--- src/rtl/text_console_writer_pkg.sv ---
// Shared text display definitions: screen geometry, control codes,
// RAM cell layout and the writer state encoding.
package text_console_writer_pkg;

    // Screen geometry (800x480 panel, 8x16 glyphs)
    localparam int TEXT_COLS = 100;
    localparam int TEXT_ROWS = 30;
    localparam int FONT_W    = 8;
    localparam int FONT_H    = 16;

    // Control codes understood by the writer
    localparam logic [7:0] CH_BS    = 8'h08;
    localparam logic [7:0] CH_TAB   = 8'h09;
    localparam logic [7:0] CH_LF    = 8'h0A;
    localparam logic [7:0] CH_FF    = 8'h0C;
    localparam logic [7:0] CH_CR    = 8'h0D;
    localparam logic [7:0] CH_SPACE = 8'h20;
    localparam logic [7:0] CH_DEL   = 8'h7F;

    // Text RAM cell layout: {attr, char}
    localparam int ATTR_HI = 15;
    localparam int ATTR_LO = 8;
    localparam int CHAR_HI = 7;
    localparam int CHAR_LO = 0;

    // Writer FSM states
    typedef logic [1:0] state_t;
    localparam state_t ST_IDLE    = 2'd0;
    localparam state_t ST_CLR_ROW = 2'd1;
    localparam state_t ST_CLR_ALL = 2'd2;

    // Bytes that produce a glyph: 0x20..0x7E and the whole upper half
    function automatic logic is_printable(input logic [7:0] c);
        return (c >= CH_SPACE) && (c != CH_DEL);
    endfunction

endpackage

--- src/rtl/text_console_writer_cursor.sv ---
// Hardware text cursor: column/row registers, advance, wrap, tab, backspace,
// direct load and home, plus the linear cell address of the cursor.
module console_cursor
    import text_console_writer_pkg::*;
#(
    parameter int COLS   = TEXT_COLS,
    parameter int ROWS   = TEXT_ROWS,
    parameter int ADDR_W = 12,
    parameter int TAB_W  = 8
) (
    input  logic              clk_sys,
    input  logic              reset,
    input  logic              adv,
    input  logic              cr,
    input  logic              lf,
    input  logic              bs,
    input  logic              tab,
    input  logic              set,
    input  logic              home,
    input  logic [6:0]        set_x,
    input  logic [4:0]        set_y,
    output logic [6:0]        x,
    output logic [4:0]        y,
    output logic [ADDR_W-1:0] cell_addr,
    output logic              row_wrap
);

    localparam logic [6:0] LAST_COL = 7'(COLS - 1);
    localparam logic [4:0] LAST_ROW = 5'(ROWS - 1);
    localparam logic [7:0] TAB_STEP = 8'(TAB_W);
    localparam logic [7:0] COLS_8   = 8'(COLS);

    logic [6:0]        nx;
    logic [4:0]        ny;
    logic              inc_row;
    logic [7:0]        tab_next;
    logic [ADDR_W-1:0] row_base;

    // Next cursor position for whichever single operation is requested
    always_comb begin
        nx       = x;
        ny       = y;
        inc_row  = 1'b0;
        row_wrap = 1'b0;
        tab_next = (({1'b0, x} / TAB_STEP) + 8'd1) * TAB_STEP;
        if (home) begin
            nx = '0;
            ny = '0;
        end else if (set) begin
            if ((set_x <= LAST_COL) && (set_y <= LAST_ROW)) begin
                nx = set_x;
                ny = set_y;
            end
        end else if (adv) begin
            if (x == LAST_COL) begin
                nx      = '0;
                inc_row = 1'b1;
            end else begin
                nx = x + 7'd1;
            end
        end else if (cr) begin
            nx = '0;
        end else if (lf) begin
            inc_row = 1'b1;
        end else if (bs) begin
            if (x != 7'd0) begin
                nx = x - 7'd1;
            end
        end else if (tab) begin
            if (tab_next >= COLS_8) begin
                nx      = '0;
                inc_row = 1'b1;
            end else begin
                nx = tab_next[6:0];
            end
        end
        if (inc_row) begin
            if (y == LAST_ROW) begin
                ny       = '0;
                row_wrap = 1'b1;
            end else begin
                ny = y + 5'd1;
            end
        end
    end

    // Cursor registers; the row base address is kept registered alongside the row
    always_ff @(posedge clk_sys or negedge reset) begin
        if (!reset) begin
            x        <= '0;
            y        <= '0;
            row_base <= '0;
        end else begin
            x        <= nx;
            y        <= ny;
            row_base <= ADDR_W'(ny) * ADDR_W'(COLS);
        end
    end

    assign cell_addr = row_base + ADDR_W'(x);

endmodule

--- src/rtl/text_console_writer.sv ---
// Text console writer: turns a byte stream into {attr, char} writes on the
// text RAM port, with control codes, wrap, row clear and screen clear.
module text_console_writer
    import text_console_writer_pkg::*;
#(
    parameter int COLS           = TEXT_COLS,
    parameter int ROWS           = TEXT_ROWS,
    parameter int ADDR_W         = 12,
    parameter int TAB_W          = 8,
    parameter bit CLEAR_ON_RESET = 1'b1
) (
    input  logic              clk_sys,
    input  logic              reset,
    input  logic              in_valid,
    output logic              in_ready,
    input  logic [7:0]        in_char,
    input  logic [7:0]        in_attr,
    input  logic              cur_set,
    input  logic [6:0]        cur_x_in,
    input  logic [4:0]        cur_y_in,
    output logic [6:0]        cursor_x,
    output logic [4:0]        cursor_y,
    output logic              busy,
    output logic              ram_ce,
    output logic [ADDR_W-1:0] ram_addr,
    output logic [15:0]       ram_data
);

    localparam logic [ADDR_W-1:0] LAST_CELL     = ADDR_W'(COLS * ROWS - 1);
    localparam logic [ADDR_W-1:0] LAST_ROW_CELL = ADDR_W'(COLS - 1);
    localparam logic [7:0]        RESET_ATTR    = 8'h0F;

    state_t            state;
    logic              started;
    logic [ADDR_W-1:0] clr_addr;
    logic [ADDR_W-1:0] clr_end;
    logic [7:0]        clr_attr;

    logic              accept;
    logic              printable;
    logic              do_set;
    logic              clr_done;
    logic              row_wrap;
    logic [ADDR_W-1:0] cell_addr;

    assign busy      = (state != ST_IDLE);
    assign in_ready  = started && (state == ST_IDLE) && !cur_set;
    assign accept    = in_valid && in_ready;
    assign printable = is_printable(in_char);
    assign do_set    = started && (state == ST_IDLE) && cur_set;
    assign clr_done  = (clr_addr == clr_end);

    console_cursor #(
        .COLS   (COLS),
        .ROWS   (ROWS),
        .ADDR_W (ADDR_W),
        .TAB_W  (TAB_W)
    ) u_cursor (
        .clk_sys   (clk_sys),
        .reset     (reset),
        .adv       (accept && printable),
        .cr        (accept && (in_char == CH_CR)),
        .lf        (accept && (in_char == CH_LF)),
        .bs        (accept && (in_char == CH_BS)),
        .tab       (accept && (in_char == CH_TAB)),
        .set       (do_set),
        .home      ((state == ST_CLR_ALL) && clr_done),
        .set_x     (cur_x_in),
        .set_y     (cur_y_in),
        .x         (cursor_x),
        .y         (cursor_y),
        .cell_addr (cell_addr),
        .row_wrap  (row_wrap)
    );

    // Writer FSM and registered RAM write port; the first cycle out of reset
    // optionally launches the full-screen clear
    always_ff @(posedge clk_sys or negedge reset) begin
        if (!reset) begin
            state    <= ST_IDLE;
            started  <= 1'b0;
            clr_addr <= '0;
            clr_end  <= '0;
            clr_attr <= '0;
            ram_ce   <= 1'b0;
            ram_addr <= '0;
            ram_data <= '0;
        end else begin
            ram_ce <= 1'b0;
            if (!started) begin
                started <= 1'b1;
                if (CLEAR_ON_RESET) begin
                    state    <= ST_CLR_ALL;
                    clr_addr <= '0;
                    clr_end  <= LAST_CELL;
                    clr_attr <= RESET_ATTR;
                end
            end else begin
                case (state)
                    ST_IDLE: begin
                        if (accept) begin
                            if (printable) begin
                                ram_ce   <= 1'b1;
                                ram_addr <= cell_addr;
                                ram_data <= {in_attr, in_char};
                            end
                            if (in_char == CH_FF) begin
                                state    <= ST_CLR_ALL;
                                clr_addr <= '0;
                                clr_end  <= LAST_CELL;
                                clr_attr <= in_attr;
                            end else if (row_wrap) begin
                                // A row overflow always lands on row 0, whose base is 0
                                state    <= ST_CLR_ROW;
                                clr_addr <= '0;
                                clr_end  <= LAST_ROW_CELL;
                                clr_attr <= in_attr;
                            end
                        end
                    end
                    ST_CLR_ROW, ST_CLR_ALL: begin
                        ram_ce   <= 1'b1;
                        ram_addr <= clr_addr;
                        ram_data <= {clr_attr, CH_SPACE};
                        if (clr_done) begin
                            state <= ST_IDLE;
                        end else begin
                            clr_addr <= clr_addr + 1'b1;
                        end
                    end
                    default: begin
                        state <= ST_IDLE;
                    end
                endcase
            end
        end
    end

endmodule

--- config.mk ---
export PLATFORM = sky130hd
export DESIGN_NAME = text_console_writer
export DESIGN_NICKNAME = d
export VERILOG_FILES = /design/src/rtl/text_console_writer_pkg.sv /design/src/rtl/text_console_writer_cursor.sv /design/src/rtl/text_console_writer.sv
export SDC_FILE = /design/constraint.sdc
export NUM_CORES = 1
export LEC_CHECK = 0
export CAP_MARGIN = 25
export CORE_AREA = 2 2 101 103
export DETAILED_ROUTE_END_ITERATION = 7
export DIE_AREA = 0 0 103 105
export PLACE_DENSITY = 0.74
export RECOVER_POWER = 100
export SETUP_SLACK_MARGIN = 0.3
export SKIP_LAST_GASP = 1
export SLEW_MARGIN = 5
export SYNTH_ARGS = -nofsm -noshare
export SYNTH_HDL_FRONTEND = slang
export SYNTH_SLANG_ARGS = --single-unit
--- constraint.sdc ---
create_clock -name clk_sys -period 6.4 [get_ports clk_sys]
set_clock_uncertainty 0.2 [all_clocks]
set_input_delay 1.28 -clock clk_sys [delete_from_list [all_inputs] [get_ports clk_sys]]
set_output_delay 1.28 -clock clk_sys [all_outputs]
set_load 0.05 [all_outputs]
Word level (Yosys, flattened, before mapping)
Index checks and enable logic that the tools add are counted.

word-level totals
  register bits after elaboration = 86
  input port bits = 32

cells by class
  mux-type cells = 59
  $add $sub $neg = 6
  reductions and logical operators = 24
  magnitude comparators = 4
  multipliers = 1
  eq/ne operators = 24

operators with widths
  operator               count
  $mux 12                12
  $mux 7                 11
  $pmux 12 s2            2
  $eq 8x4->1 const B     5
  $mux 8                 5
  $mux 16                2
  $pmux 16 s2            1
  $mux 5                 5
  $mux 1                 14
  $add 12x1->12 const B  1
  $add 12x7->12          1
  $eq 12x12->1           1
  $logic_and 1x1->1      12
  $reduce_and 4->1       3
  $mul 5x5->10 const B   1
  $mux 2                 5
  $ne 3x1->1 const B     3
  $ne 3x3->1 const B     3
  $ge 8x6->1 const B     1
  $ge 8x7->1 const B     1
  $ne 8x7->1 const B     1
  $add 7x1->7 const B    1
  $eq 7x7->1 const B     1
  $le 7x7->1 const B     1
  21 further kinds       25

Logic depth before layout (Yosys ltp)
Gate-level depths: netlist of run 1.

  depth after elaboration = 18
  depth in mapped cells = 18
  gate-level depth less buffers = 16

By module
From an unflattened synthesis of run 1, not the netlist that was laid out.

second synthesis, totals
  cell total of the unflattened synthesis = 501
  area, all modules = 4,971.0 um^2

modules (own cells, without submodules)
  module               area an instance (um^2)  times used  cells an instance
  text_console_writer  2,920.3                  1           266
  console_cursor       2,050.7                  1           235

Worst setup path before layout of run 1
No wires, ideal clock.

  path kind = input to register
  start = input port in_char[2]
  end = register u_cursor.row_base[11]
  library setup time = 0.124 ns
  data arrival time = 4.639 ns
  path slack = 1.436 ns
  stages on the path = 13
  data required time = 6.076 ns
  buffers on the path = 1
  cells stage by stage = clkbuf_1 -> nand4b_1 -> o211a_1 -> a32oi_1 -> a21oi_1 -> o31ai_1 -> ha_1 -> ha_1 -> ha_1 -> ha_1 -> a31o_2 -> a21oi_1 -> xnor2_1

between the ends
  word-level cells in the longest chain between the ends = 11

RTL lines
  what                      RTL line                          text
  start: declaration        text_console_writer.sv:16         input logic [7:0] in_char,
  $eq 8x4->1                text_console_writer.sv:65         .tab (accept && (in_char == CH_TAB)),
  $logic_and 1x1->1         text_console_writer.sv:65
  $mux 1                    text_console_writer_cursor.sv:69  end else if (tab) begin
  $mux 1                    text_console_writer_cursor.sv:65  end else if (bs) begin
  $mux 1                    text_console_writer_cursor.sv:63  end else if (lf) begin
  $mux 1                    text_console_writer_cursor.sv:61  end else if (cr) begin
  $mux 1 (*)                text_console_writer_cursor.sv:54  end else if (adv) begin
  $mux 1 (*)                text_console_writer_cursor.sv:49  end else if (set) begin
  $mux 1 (*)                text_console_writer_cursor.sv:46  if (home) begin
  $mux 5 (*)                text_console_writer_cursor.sv:77  if (inc_row) begin
  named net u_cursor.ny[3]  text_console_writer_cursor.sv:34  logic [4:0] ny;
  $mul 5x5->10 (*)          text_console_writer_cursor.sv:96  row_base <= ADDR_W'(ny) * ADDR_W'(COLS);
  end signal: assignment    text_console_writer_cursor.sv:96
  end: declaration          text_console_writer_cursor.sv:37  logic [ADDR_W-1:0] row_base;

The timed path passes the listed nets; every way through them passes the cells marked *.
A chain may end at the register's enable or synchronous reset.

Worst setup path in the final report of run 1
  start = input port in_char[5]
  end = register u_cursor.row_base[11]

The elaborated chain is that of the path after synthesis.

==> qor.log, run 1 <==
[run_status] result of the run finished, violations left
[run_status] violations in the final reports max-capacitance violations, max-slew violations
[timing] final period utilization 90.7%
[place] count of placed standard cells including taps 708
[clock_tree] CTS root buf sky130_fd_sc_hd__clkbuf_8
[power] leakage power summed over all cells 2.56 nW
[floorplanning] Starting Density 49.3%
[critical_path] data required time at the worst endpoint 6490 ps
[global_routing] first-pass GRT wire length 20.4 mm
[synthesis] post-synthesis cell type with the largest combined area sky130_fd_sc_hd__dfrtp_1
[final_layout] Layout Cell Area excl Fill 5720 µm²
[synthesis] Mapped Cells 525
[detailed_routing] drc violations 0
[critical_path] cells traversed along the worst timing path dlygate4sd3_1 -> or3_1 -> nor4_1 -> o2111ai_1 -> a21oi_1 -> nand3_1 -> o31ai_1 -> ha_1 -> ha_1 -> ha_1 -> ha_1 -> a31o_2 -> a21oi_1 -> xnor2_1
[critical_path] crit end category flip-flop
[synthesis] fraction of synthesized cell area taken by the top area cell type 39.0%
[floorplanning] placement row count 36
[place] cell area after placement 5560 µm²
[clock_tree] Post-CTS Hold Fix Bufs 0
[detailed_routing] DRC marker count from the first detailed-route iteration 186
[clock_tree] CTS tree built
[timing] Peak Freq 172 MHz
[clock_tree] Post-CTS Resized 0
[clock_tree] number of buffers added by the clock tree synthesis step 9
[place] Port Buf Inserts 74
[clock_tree] buffer levels on the longest clock path 2
[synthesis] proportion of register bits with asynchronous set or reset after synthesis 100%
[synthesis] sequential cell area fraction in the yosys report 39.0%
[detailed_routing] routed length per placed instance 16.8 µm
[floorplanning] number of I/O pins 75
[floorplanning] overall die height 105 µm
[place] Placement Setup Slack 503 ps
[synthesis] Syn Nets 592
[timing] Worst Hold Slack 279 ps
[synthesis] flops & latches, synth 74
[critical_path] Largest stage delay, worst path 710 ps
[critical_path] Critical Path Slowest Stage Cell sky130_fd_sc_hd__a21oi_1
[global_routing] vias in the first global route 4072
[floorplanning] chip width 103 µm
[synthesis] count of synthesis-stage warnings from yosys 0
[timing] slew of the pin with the lowest slew margin 3930 ps
[synthesis] largest cells by area after synthesis sky130_fd_sc_hd__dfrtp_1 (39%), sky130_fd_sc_hd__ha_1 (8.7%), sky130_fd_sc_hd__nand2_1 (4.9%)
[power] Power per Cell Area 370 nW/µm²
[clock_tree] number of H-tree branching levels 3
[final_layout] antenna diode count 0
[final_layout] proportion of layout cells with a drive suffix above 1 4.57%
[critical_path] Arrival @ worst endpoint 5900 ps
[critical_path] kind of cell adding the most delay to the critical path compound AO/OA/AOI/OAI gates
[timing] number of hold violations in the final report 0
[timing] min Tclk post-route 5800 ps
[critical_path] Worst Path Max Fanout 10
[timing] worst-case setup margin in the final layout 598 ps
[critical_path] crit path launch type input port
[critical_path] Most common cell on crit path sky130_fd_sc_hd__ha_1
[timing] relative max-transition margin -162%
[synthesis] Post-Synthesis Cell Area 4750 µm²
[clock_tree] clk_lat worst skew 370 ps
[global_routing] total routing usage reported by global routing 24.1%
[final_layout] post-layout net count 653
[timing] unrepaired setup endpoints after global routing no
[timing] post-route setup TNS 0 ps
[job] Max-Cap Viols 1
[synthesis] Avg Inst Size Synth 9.05 µm²
[detailed_routing] Via-to-Cell Ratio 5.72
[clock_tree] number of setup buffers added after CTS 0
[worst_hold_path] Hold/Removal Path Class reg -> reg
[floorplanning] full die area 10800 µm²
[timing] final max-slew violation count 75
[critical_path] buffer and inverter count on the worst path 1
[timing] final setup violating endpoints 0
[final_layout] final core area utilization 59.4%
[final_layout] final standard cell count with taps included and fillers excluded 724
[detailed_routing] routed wire length 12.1 mm
[power] worst ir drop on vdd 0.000203 V
[synthesis] Primary FF master, synth sky130_fd_sc_hd__dfrtp_1
[synthesis] number of distinct library cells after synthesis 66
[power] total design power 2.11 mW
[global_routing] initial antenna violation count 0
[detailed_routing] number of nets with antenna violations after detailed routing 0
[place] routability congestion estimate 0.916
[detailed_routing] via count 4142
[clock_tree] clock slew seen by the registers of the worst setup and hold paths 80 ps
[final_layout] layout overhead on the synthesized area 20.4%
[place] total half-perimeter wirelength after legalization and detailed placement 9.02 mm
[global_routing] overall overflow remaining after global route 0
[detailed_routing] iteration count of the initial detailed-routing pass 5
[global_routing] largest net degree at the start of global routing 75
[floorplanning] standard cell core area 9640 µm²
[synthesis] Post-synth EDFFs 0
[clock_tree] clock sink count 74
[critical_path] start-to-end type of the worst setup path in -> reg
## worst register-to-register path: cells and delay by family, from the launching register on
family,cells,cell delay (ps)
AO/OA/AOI/OAI,6,2100
XOR/XNOR,1,140
adder cells (fa/ha/maj),5,1700
buffers and inverters,1,160
flip-flops,1,650
AND/OR/NAND/NOR,2,240
## state kept, by name, summed over array words and instances (netlist names)
name,flops
ram_data,16
ram_addr,12
state,2
u_cursor.row_base,7
ram_ce,1
started,1
clr_attr,8
clr_addr,12
clr_end,3
u_cursor.x,7
u_cursor.y,5
## cells in the final DEF, fill, tap and decap left out, types with 8 or more instances in the layout
master	instances
sky130_fd_sc_hd__nand2_1	62
sky130_fd_sc_hd__dfrtp_1	74
sky130_fd_sc_hd__nor2_1	34
sky130_fd_sc_hd__o31ai_1	9
sky130_fd_sc_hd__nand4_1	9
sky130_fd_sc_hd__nand3_1	23
sky130_fd_sc_hd__o21ai_0	49
sky130_fd_sc_hd__clkdlybuf4s50_1	28
sky130_fd_sc_hd__nor3_1	12
sky130_fd_sc_hd__a22o_1	8
sky130_fd_sc_hd__dlygate4sd3_1	45
sky130_fd_sc_hd__ha_1	33
sky130_fd_sc_hd__mux2i_1	21
sky130_fd_sc_hd__inv_1	28
sky130_fd_sc_hd__clkbuf_8	9
sky130_fd_sc_hd__xnor2_1	15
sky130_fd_sc_hd__a21oi_1	21
## area by class of cell
cell class / count / area [µm²]
fill: 891 / 3920
multi-input combinational: 395 / 2630
sequential: 74 / 1850
timing repair buffer: 78 / 754
tap: 133 / 166
clock buffer: 10 / 128
inverter: 28 / 105
clock inverter: 6 / 90.1
## power breakdown
group	switching, mW	internal (mW)
clock network	0.183	0.221
logic	0.633	0.391
registers	0.127	0.560
total	0.943	1.17
## logic make-up after synthesis
kind of cell / count (synthesis) / share of synthesized area [%]
AO/OA/AOI/OAI: 131 / 18.1
multiplexers: 23 / 4.90
buffers and inverters: 56 / 5.00
other: 1 / 0.0789
XOR/XNOR: 19 / 3.50
adder cells (fa/ha/maj): 35 / 9.53
AND/OR/NAND/NOR: 186 / 19.9
flip-flops: 74 / 39.0
## Yosys cell counts (3+ instances only)
| cell | n |
|---|---|
| sky130_fd_sc_hd__a21oi_1 | 21 |
| sky130_fd_sc_hd__inv_1 | 28 |
| sky130_fd_sc_hd__o21ai_0 | 45 |
| sky130_fd_sc_hd__nor3_1 | 12 |
| sky130_fd_sc_hd__clkbuf_1 | 17 |
| sky130_fd_sc_hd__nand2b_1 | 4 |
| sky130_fd_sc_hd__mux2i_1 | 21 |
| sky130_fd_sc_hd__and3_1 | 6 |
| sky130_fd_sc_hd__or4_1 | 6 |
| sky130_fd_sc_hd__and2_1 | 3 |
| sky130_fd_sc_hd__o211ai_1 | 5 |
| sky130_fd_sc_hd__a22o_1 | 8 |
| sky130_fd_sc_hd__o21a_1 | 3 |
| sky130_fd_sc_hd__o21ai_1 | 4 |
| sky130_fd_sc_hd__nand2_1 | 62 |
| sky130_fd_sc_hd__a211oi_1 | 5 |
| sky130_fd_sc_hd__nor2_1 | 33 |
| sky130_fd_sc_hd__buf_4 | 3 |
| sky130_fd_sc_hd__nor4_1 | 4 |
| sky130_fd_sc_hd__dfrtp_1 | 74 |
| sky130_fd_sc_hd__nand4_1 | 9 |
| sky130_fd_sc_hd__nand3_1 | 23 |
| sky130_fd_sc_hd__xnor2_1 | 15 |
| sky130_fd_sc_hd__buf_2 | 7 |
| sky130_fd_sc_hd__or3_1 | 5 |
| sky130_fd_sc_hd__ha_1 | 33 |
| sky130_fd_sc_hd__nor2b_1 | 3 |
| sky130_fd_sc_hd__o31ai_1 | 9 |
| sky130_fd_sc_hd__xor2_1 | 4 |
## final timing paths
path	slack (ps)	start	cells after the start	to
max	600	in_char[5]	14	u_cursor.row_base[11]
min	280	ram_data[13]	2	ram_data[13]
max reg2reg	1130	u_cursor.x[3]	15	u_cursor.row_base[11]
min reg2reg	280	ram_data[13]	2	ram_data[13]
max in group asynchronous	1620	reset	2	u_cursor.x[3]
min in group asynchronous	2170	reset	2	ram_data[9]
## layer usage
layer,track usage [%],part of all wire (%),routed length (µm)
met4,7.61,2.1,251
met1,33.6,46,5580
met3,4.88,4.4,538
met2,37.5,48,5770
met5,0,0,0
Power figures use the tool's default switching activity.
==> inputs of run 2 (changes only) <==
--- a/config.mk
+++ b/config.mk
@@ -13,5 +13,4 @@
 export RECOVER_POWER = 100
 export SETUP_SLACK_MARGIN = 0.3
-export SKIP_LAST_GASP = 1
 export SLEW_MARGIN = 5
 export SYNTH_ARGS = -nofsm -noshare
==> constraint.sdc (replaced) <==
create_clock -name clk_sys -period 6.27 [get_ports clk_sys]
set_clock_uncertainty 0.2 [all_clocks]
set_input_delay 1.254 -clock clk_sys [delete_from_list [all_inputs] [get_ports clk_sys]]
set_output_delay 1.254 -clock clk_sys [all_outputs]
set_load 0.01 [all_outputs]
==> run 2 against run 1 <==
Against the previous run:
- the flow still finishes with violations (max-capacitance violations, max-slew violations)
- worst setup slack better by 21 ps
- via count is 1.1% higher
- register-to-register slack worse by 130 ps
- design area is 0.17% lower
- sequential share of layout area is 0.057 points higher
- first-iteration DRC count is 53% higher
- routed wire length is 0.85% higher
- flip-flop and latch count stayed put
- die area stayed put
- combinational power is 17% lower
- sequential power is 2% higher
- power is 8.2% lower
==> qor.log, run 2 (synthesized netlist as in run 1, its figures left out) <==
[run_status] result of the run finished, violations left
[run_status] violations in the final reports max-capacitance violations, max-slew violations
[place] count of placed standard cells including taps 708 [unchanged]
[floorplanning] number of I/O pins 75 [unchanged]
[clock_tree] clock sink count 74 [unchanged]
[detailed_routing] routed length per placed instance 16.9 µm [+0.85%]
[place] Placement Setup Slack 353 ps [-150 ps]
[critical_path] crit path launch type input port
[detailed_routing] number of nets with antenna violations after detailed routing 0 [unchanged]
[critical_path] crit end category flip-flop
[floorplanning] Starting Density 49.3% [unchanged]
[critical_path] Worst Path Max Fanout 10 [unchanged]
[place] routability congestion estimate 0.918 [+0.23%]
[clock_tree] Post-CTS Resized 0 [unchanged]
[clock_tree] number of H-tree branching levels 3 [unchanged]
[final_layout] layout overhead on the synthesized area 20.2%
[critical_path] Arrival @ worst endpoint 5740 ps [-160 ps]
[clock_tree] CTS tree built
[final_layout] largest reg by FF count ram_data
[timing] final setup violating endpoints 0 [unchanged]
[critical_path] reg2reg end u_cursor.row_base[11]
[critical_path] register-to-register setup slack 1000 ps [-130 ps]
[clock_tree] clock slew seen by the registers of the worst setup and hold paths 80 ps [about the same]
[final_layout] biggest registers after layout ram_data x16, clr_addr x12, ram_addr x12
[worst_hold_path] worst hold path stage count 2 [unchanged]
[place] Port Buf Inserts 74 [unchanged]
[detailed_routing] routed wire length 12.2 mm [+0.85%]
[critical_path] worst setup path start in_char[5]
[critical_path] start-to-end type of the worst setup path in -> reg
[timing] final max-slew violation count 89 [+19%]
[clock_tree] clk_lat worst skew 370 ps [about the same]
[worst_hold_path] Hold Path End ram_data[13]
[place] total half-perimeter wirelength after legalization and detailed placement 9.17 mm [+1.7%]
[floorplanning] full die area 10800 µm² [unchanged]
[clock_tree] number of setup buffers added after CTS 0 [unchanged]
[detailed_routing] iteration count of the initial detailed-routing pass 5 [unchanged]
[detailed_routing] Via-to-Cell Ratio 5.78 [+1.1%]
[worst_hold_path] Hold Path Origin ram_data[13]
[detailed_routing] DRC marker count from the first detailed-route iteration 284 [+53%]
[final_layout] leading cell type in the layout, fill and taps excluded sky130_fd_sc_hd__dfrtp_1
[floorplanning] standard cell core area 9640 µm² [unchanged]
[final_layout] antenna diode count 0 [unchanged]
[place] cell area after placement 5560 µm² [unchanged]
[clock_tree] Post-CTS Hold Fix Bufs 0 [unchanged]
[floorplanning] placement row count 36 [unchanged]
[final_layout] final standard cell count with taps included and fillers excluded 724 [unchanged]
[global_routing] total routing usage reported by global routing 23.9% [-0.22 points]
[global_routing] first-pass GRT wire length 20.3 mm [-0.41%]
[critical_path] critical register-to-register path startpoint u_cursor.x[3]
[final_layout] post-layout net count 653 [unchanged]
[final_layout] area taken by multi-input logic gates 2630 µm² [+0.24%]
[floorplanning] chip width 103 µm [unchanged]
[timing] number of hold violations in the final report 0 [unchanged]
[timing] post-route setup TNS 0 ps [unchanged]
[timing] slew of the pin with the lowest slew margin 2590 ps [-1340 ps]
[global_routing] overall overflow remaining after global route 0 [unchanged]
[timing] unrepaired setup endpoints after global routing no
[clock_tree] CTS root buf sky130_fd_sc_hd__clkbuf_8
[timing] Worst Hold Slack 281 ps [+2.50 ps]
[floorplanning] overall die height 105 µm [unchanged]
[final_layout] Layout Cell Area excl Fill 5710 µm² [-0.17%]
[critical_path] data required time at the worst endpoint 6360 ps [-130 ps]
[worst_hold_path] Hold/Removal Path Class reg -> reg
[critical_path] R2R depth 15 [unchanged]
[power] Power per Cell Area 340 nW/µm² [-8.0%]
[final_layout] # fillers 915 [+2.7%]
[detailed_routing] via count 4186 [+1.1%]
[global_routing] initial antenna violation count 0 [unchanged]
[detailed_routing] drc violations 0 [unchanged]
[clock_tree] buffer levels on the longest clock path 2 [unchanged]
[final_layout] proportion of layout cells with a drive suffix above 1 4.23% [-0.34 points]
[timing] Peak Freq 177 MHz
[final_layout] commonest cells after routing, fill and taps aside sky130_fd_sc_hd__dfrtp_1 (74), sky130_fd_sc_hd__nand2_1 (62), sky130_fd_sc_hd__o21ai_0 (49)
[power] leakage power summed over all cells 2.56 nW [-0.12%]
[global_routing] largest net degree at the start of global routing 50 [-33%]
[power] worst ir drop on vdd 0.000224 V [+10%]
[clock_tree] number of buffers added by the clock tree synthesis step 9 [unchanged]
[timing] relative max-transition margin -72.6% [+89 points]
[timing] worst-case setup margin in the final layout 620 ps [+21.5 ps]
[timing] min Tclk post-route 5650 ps
[final_layout] number of flip-flops under the largest register name 16 [unchanged]
[global_routing] vias in the first global route 4077 [+0.12%]
[job] Max-Cap Viols 2 [+1]
[final_layout] FF+latch area 1850 µm² [unchanged]
[timing] final period utilization 90.1%
-- run 2: critical path, stage by stage --
cell and delay [ps]:
sky130_fd_sc_hd__dlygate4sd3_1 580, sky130_fd_sc_hd__or3_1 520, sky130_fd_sc_hd__nor4_4 280, sky130_fd_sc_hd__o2111ai_1 180
sky130_fd_sc_hd__a21oi_1 690, sky130_fd_sc_hd__nand3_1 140, sky130_fd_sc_hd__o31ai_1 210, sky130_fd_sc_hd__ha_1 350
sky130_fd_sc_hd__ha_1 320, sky130_fd_sc_hd__ha_1 300, sky130_fd_sc_hd__ha_1 330, sky130_fd_sc_hd__a31o_2 250
sky130_fd_sc_hd__a21oi_1 190, sky130_fd_sc_hd__xnor2_1 130
-- run 2: worst max-delay path by stage --
stage	to
detailed placement	u_cursor.row_base[11]
finish	u_cursor.row_base[11]
global placement	u_cursor.row_base[11]
CTS	u_cursor.row_base[11]
floorplan	u_cursor.row_base[11]
global route	u_cursor.row_base[11]
-- run 2: layer usage --
metal	global-route usage [%]	part of all wire, %	up-vias
li1	-	-	2016
met5	0	0	-
met1	32.5	44	2003
met4	8.55	2.0	0
met3	3.68	5.9	20
met2	38.3	48	147
-- run 2: per-stage QoR --
step           power [mW]  utilization (%)
6_report             1.94             59.3
5_1_grt              2.09             59.3
4_1_cts              1.98             59.7
3_5_place_dp         1.58             57.6
3_3_place_gp         1.56             57.6
2_1_floorplan        1.26                -
-- run 2: area by class of cell --
type                            count  share of cell area, %
Multi-Input combinational cell    395                   46.1
Sequential cell                    74                   32.4
Timing Repair Buffer               78                   13.2
Tap cell                          133                   2.91
Clock buffer                       11                   2.48
Inverter                           28                   1.84
Clock inverter                      5                   1.07
-- run 2: power breakdown --
part / switching, mW / internal, mW / leakage, nW / total [mW]
combinational: 0.447 / 0.401 / 1.52 / 0.847
clock: 0.197 / 0.198 / 0.104 / 0.394
sequential: 0.129 / 0.571 / 0.930 / 0.700
==> inputs of run 3 (changes only) <==
PLACE_DENSITY = 0.83   (was 0.74)
==> run 3 against run 2 <==
Against the previous run:
- the flow still finishes with violations (max-capacitance violations, max-slew violations)
- sequential power about the same
- critical path type unchanged
- power increased by 2.1%
- fmax decreased by 0.62%
- die area unchanged
- largest power group unchanged
- hold slack got worse by 0.52 ps
- design area about the same
- utilization about the same
- via count increased by 1.0%
- largest cell class unchanged
- clock power increased by 6.6%
- flip-flop and latch count unchanged
==> qor.log, run 3 (synthesized netlist as in run 1, its figures left out) <==
[global_routing] overall overflow remaining after global route 0 [unchanged]
[timing] min Tclk post-route 5690 ps [+35.5 ps]
[timing] post-route setup TNS 0 ps [unchanged]
[clock_tree] CTS tree built
[timing] final period utilization 90.7% [+0.57 points]
[final_layout] post-layout net count 653 [unchanged]
[critical_path] start-to-end type of the worst setup path in -> reg
[power] worst ir drop on vdd 0.000263 V [+18%]
[clock_tree] clock slew seen by the registers of the worst setup and hold paths 80 ps [about the same]
[critical_path] Arrival @ worst endpoint 5770 ps [+30 ps]
[critical_path] Worst Path Max Fanout 10 [unchanged]
[timing] final setup violating endpoints 0 [unchanged]
[final_layout] number of flip-flops under the largest register name 16 [unchanged]
[final_layout] # fillers 855 [-6.6%]
[job] Max-Cap Viols 1 [-1]
[final_layout] proportion of layout cells with a drive suffix above 1 4.06% [-0.17 points]
[floorplanning] Starting Density 49.3% [unchanged]
[timing] number of hold violations in the final report 0 [unchanged]
[final_layout] layout overhead on the synthesized area 20.2% [about the same]
[final_layout] leading cell type in the layout, fill and taps excluded sky130_fd_sc_hd__dfrtp_1
[place] Port Buf Inserts 74 [unchanged]
[timing] relative max-transition margin -157% [-84 points]
[run_status] violations in the final reports max-capacitance violations, max-slew violations
[global_routing] total routing usage reported by global routing 23.5% [-0.36 points]
[power] Power per Cell Area 347 nW/µm² [+2.0%]
[worst_hold_path] worst hold path stage count 2 [unchanged]
[critical_path] data required time at the worst endpoint 6350 ps [about the same]
[timing] final max-slew violation count 75 [-16%]
[clock_tree] clock sink count 74 [unchanged]
[power] leakage power summed over all cells 2.56 nW [+0.13%]
[detailed_routing] number of nets with antenna violations after detailed routing 0 [unchanged]
[worst_hold_path] Hold Path Origin ram_addr[10]
[final_layout] biggest registers after layout ram_data x16, clr_addr x12, ram_addr x12
[clock_tree] number of setup buffers added after CTS 0 [unchanged]
[place] routability congestion estimate 0.965 [+5.1%]
[clock_tree] Post-CTS Resized 0 [unchanged]
[clock_tree] number of H-tree branching levels 3 [unchanged]
[final_layout] final core area utilization 59.3% [about the same]
[critical_path] crit path launch type input port
[global_routing] largest net degree at the start of global routing 75 [+50%]
[detailed_routing] routed wire length 12.2 mm [-0.68%]
[clock_tree] number of buffers added by the clock tree synthesis step 9 [unchanged]
[critical_path] worst setup path start cur_set
[final_layout] antenna diode count 0 [unchanged]
[floorplanning] number of I/O pins 75 [unchanged]
[run_status] result of the run finished, violations left
[clock_tree] Post-CTS Hold Fix Bufs 0 [unchanged]
[worst_hold_path] Hold Path End ram_addr[10]
[floorplanning] standard cell core area 9640 µm² [unchanged]
[timing] Peak Freq 176 MHz [-0.62%]
[final_layout] commonest cells after routing, fill and taps aside sky130_fd_sc_hd__dfrtp_1 (74), sky130_fd_sc_hd__nand2_1 (62), sky130_fd_sc_hd__o21ai_0 (49)
[global_routing] vias in the first global route 3929 [-3.6%]
[worst_hold_path] Hold/Removal Path Class reg -> reg
[detailed_routing] via count 4229 [+1.0%]
[critical_path] R2R depth 16 [+1]
[critical_path] reg2reg end u_cursor.row_base[11]
[floorplanning] overall die height 105 µm [unchanged]
[clock_tree] clk_lat worst skew 360 ps [about the same]
[timing] unrepaired setup endpoints after global routing no
[critical_path] crit end category flip-flop
[floorplanning] chip width 103 µm [unchanged]
[global_routing] initial antenna violation count 0 [unchanged]
[detailed_routing] drc violations 0 [unchanged]
[final_layout] largest reg by FF count ram_data
[global_routing] first-pass GRT wire length 20.0 mm [-1.5%]
[place] total half-perimeter wirelength after legalization and detailed placement 8.89 mm [-3.0%]
[critical_path] critical register-to-register path startpoint u_cursor.x[3]
[clock_tree] CTS root buf sky130_fd_sc_hd__clkbuf_8
[detailed_routing] routed length per placed instance 16.8 µm [-0.68%]
[critical_path] register-to-register setup slack 1110 ps [+110 ps]
[detailed_routing] iteration count of the initial detailed-routing pass 5 [unchanged]
[detailed_routing] DRC marker count from the first detailed-route iteration 391 [+38%]
[timing] slew of the pin with the lowest slew margin 3850 ps [+1260 ps]
[floorplanning] full die area 10800 µm² [unchanged]
[clock_tree] buffer levels on the longest clock path 2 [unchanged]
[floorplanning] placement row count 36 [unchanged]
[detailed_routing] Via-to-Cell Ratio 5.84 [+1.0%]
run 3: cell count changes in the layout (fill, tap and decap cells not counted), sizes merged:
cell,delta
buf,+1
bufinv,+1
clkdlybuf4s50,+1
clkinv,-1
dlygate4sd3,-1
inv,-1
run 3: stage by stage:
| stage | cell area [µm²] | worst slack [ps] | instances | hold WS (ps) | power [mW] |
|---|---|---|---|---|---|
| after floorplan | 4750 | 1330 | 525 | 250 | 1.26 |
| after global placement | 5560 | 678 | 708 | 263 | 1.56 |
| after detailed placement | 5560 | 483 | 708 | 272 | 1.59 |
| after CTS | 5780 | 834 | 724 | 291 | 2.01 |
| after global routing | 5710 | 357 | 724 | 313 | 2.12 |
| final | 5710 | 584 | 724 | 281 | 1.98 |
run 3: cell type report:
type	count	area, µm²	share of cell area [%]
Clock buffer	12	145	2.54
Clock inverter	4	73.8	1.29
Inverter	28	105	1.84
Multi-Input combinational cell	395	2620	45.8
Sequential cell	74	1850	32.4
Tap cell	133	166	2.91
Timing Repair Buffer	78	754	13.2
run 3: report_power, final:
part / internal (mW) / leakage [nW] / total (mW) / switching (mW)
combinational: 0.402 / 1.52 / 0.862 / 0.460
sequential: 0.571 / 0.930 / 0.701 / 0.130
clock: 0.236 / 0.111 / 0.420 / 0.184
total: 1.21 / 2.56 / 1.98 / 0.773
run 3: worst max path at each step:
| stage | end | cells past startpoint |
|---|---|---|
| finish | u_cursor.row_base[11] | 15 |
| global route | u_cursor.row_base[11] | 15 |
| CTS | u_cursor.row_base[11] | 14 |
| detailed placement | u_cursor.row_base[11] | 14 |
| global placement | u_cursor.row_base[11] | 14 |
| floorplan | u_cursor.row_base[11] | 13 |
run 3: per-layer routing:
layer  global-route usage, %  vias up  routed length (µm)
li1                        -     2017                   -
met1                    32.8     2021                5260
met2                    36.4      164                5900
met3                    3.95       27                 697
met4                    8.93        0                 296
met5                       0        -                   0
run 3: critical path, stage by stage:
cell	delay [ps]
sky130_fd_sc_hd__dlygate4sd3_1	620
sky130_fd_sc_hd__nand4b_1	330
sky130_fd_sc_hd__nor4_1	520
sky130_fd_sc_hd__o2111ai_1	280
sky130_fd_sc_hd__a21oi_1	200
sky130_fd_sc_hd__clkbuf_1	380
sky130_fd_sc_hd__nand3_1	130
sky130_fd_sc_hd__o31ai_1	200
sky130_fd_sc_hd__ha_1	350
sky130_fd_sc_hd__ha_1	320
sky130_fd_sc_hd__ha_1	310
sky130_fd_sc_hd__ha_1	340
sky130_fd_sc_hd__a31o_2	240
sky130_fd_sc_hd__a21oi_1	170
sky130_fd_sc_hd__xnor2_1	130
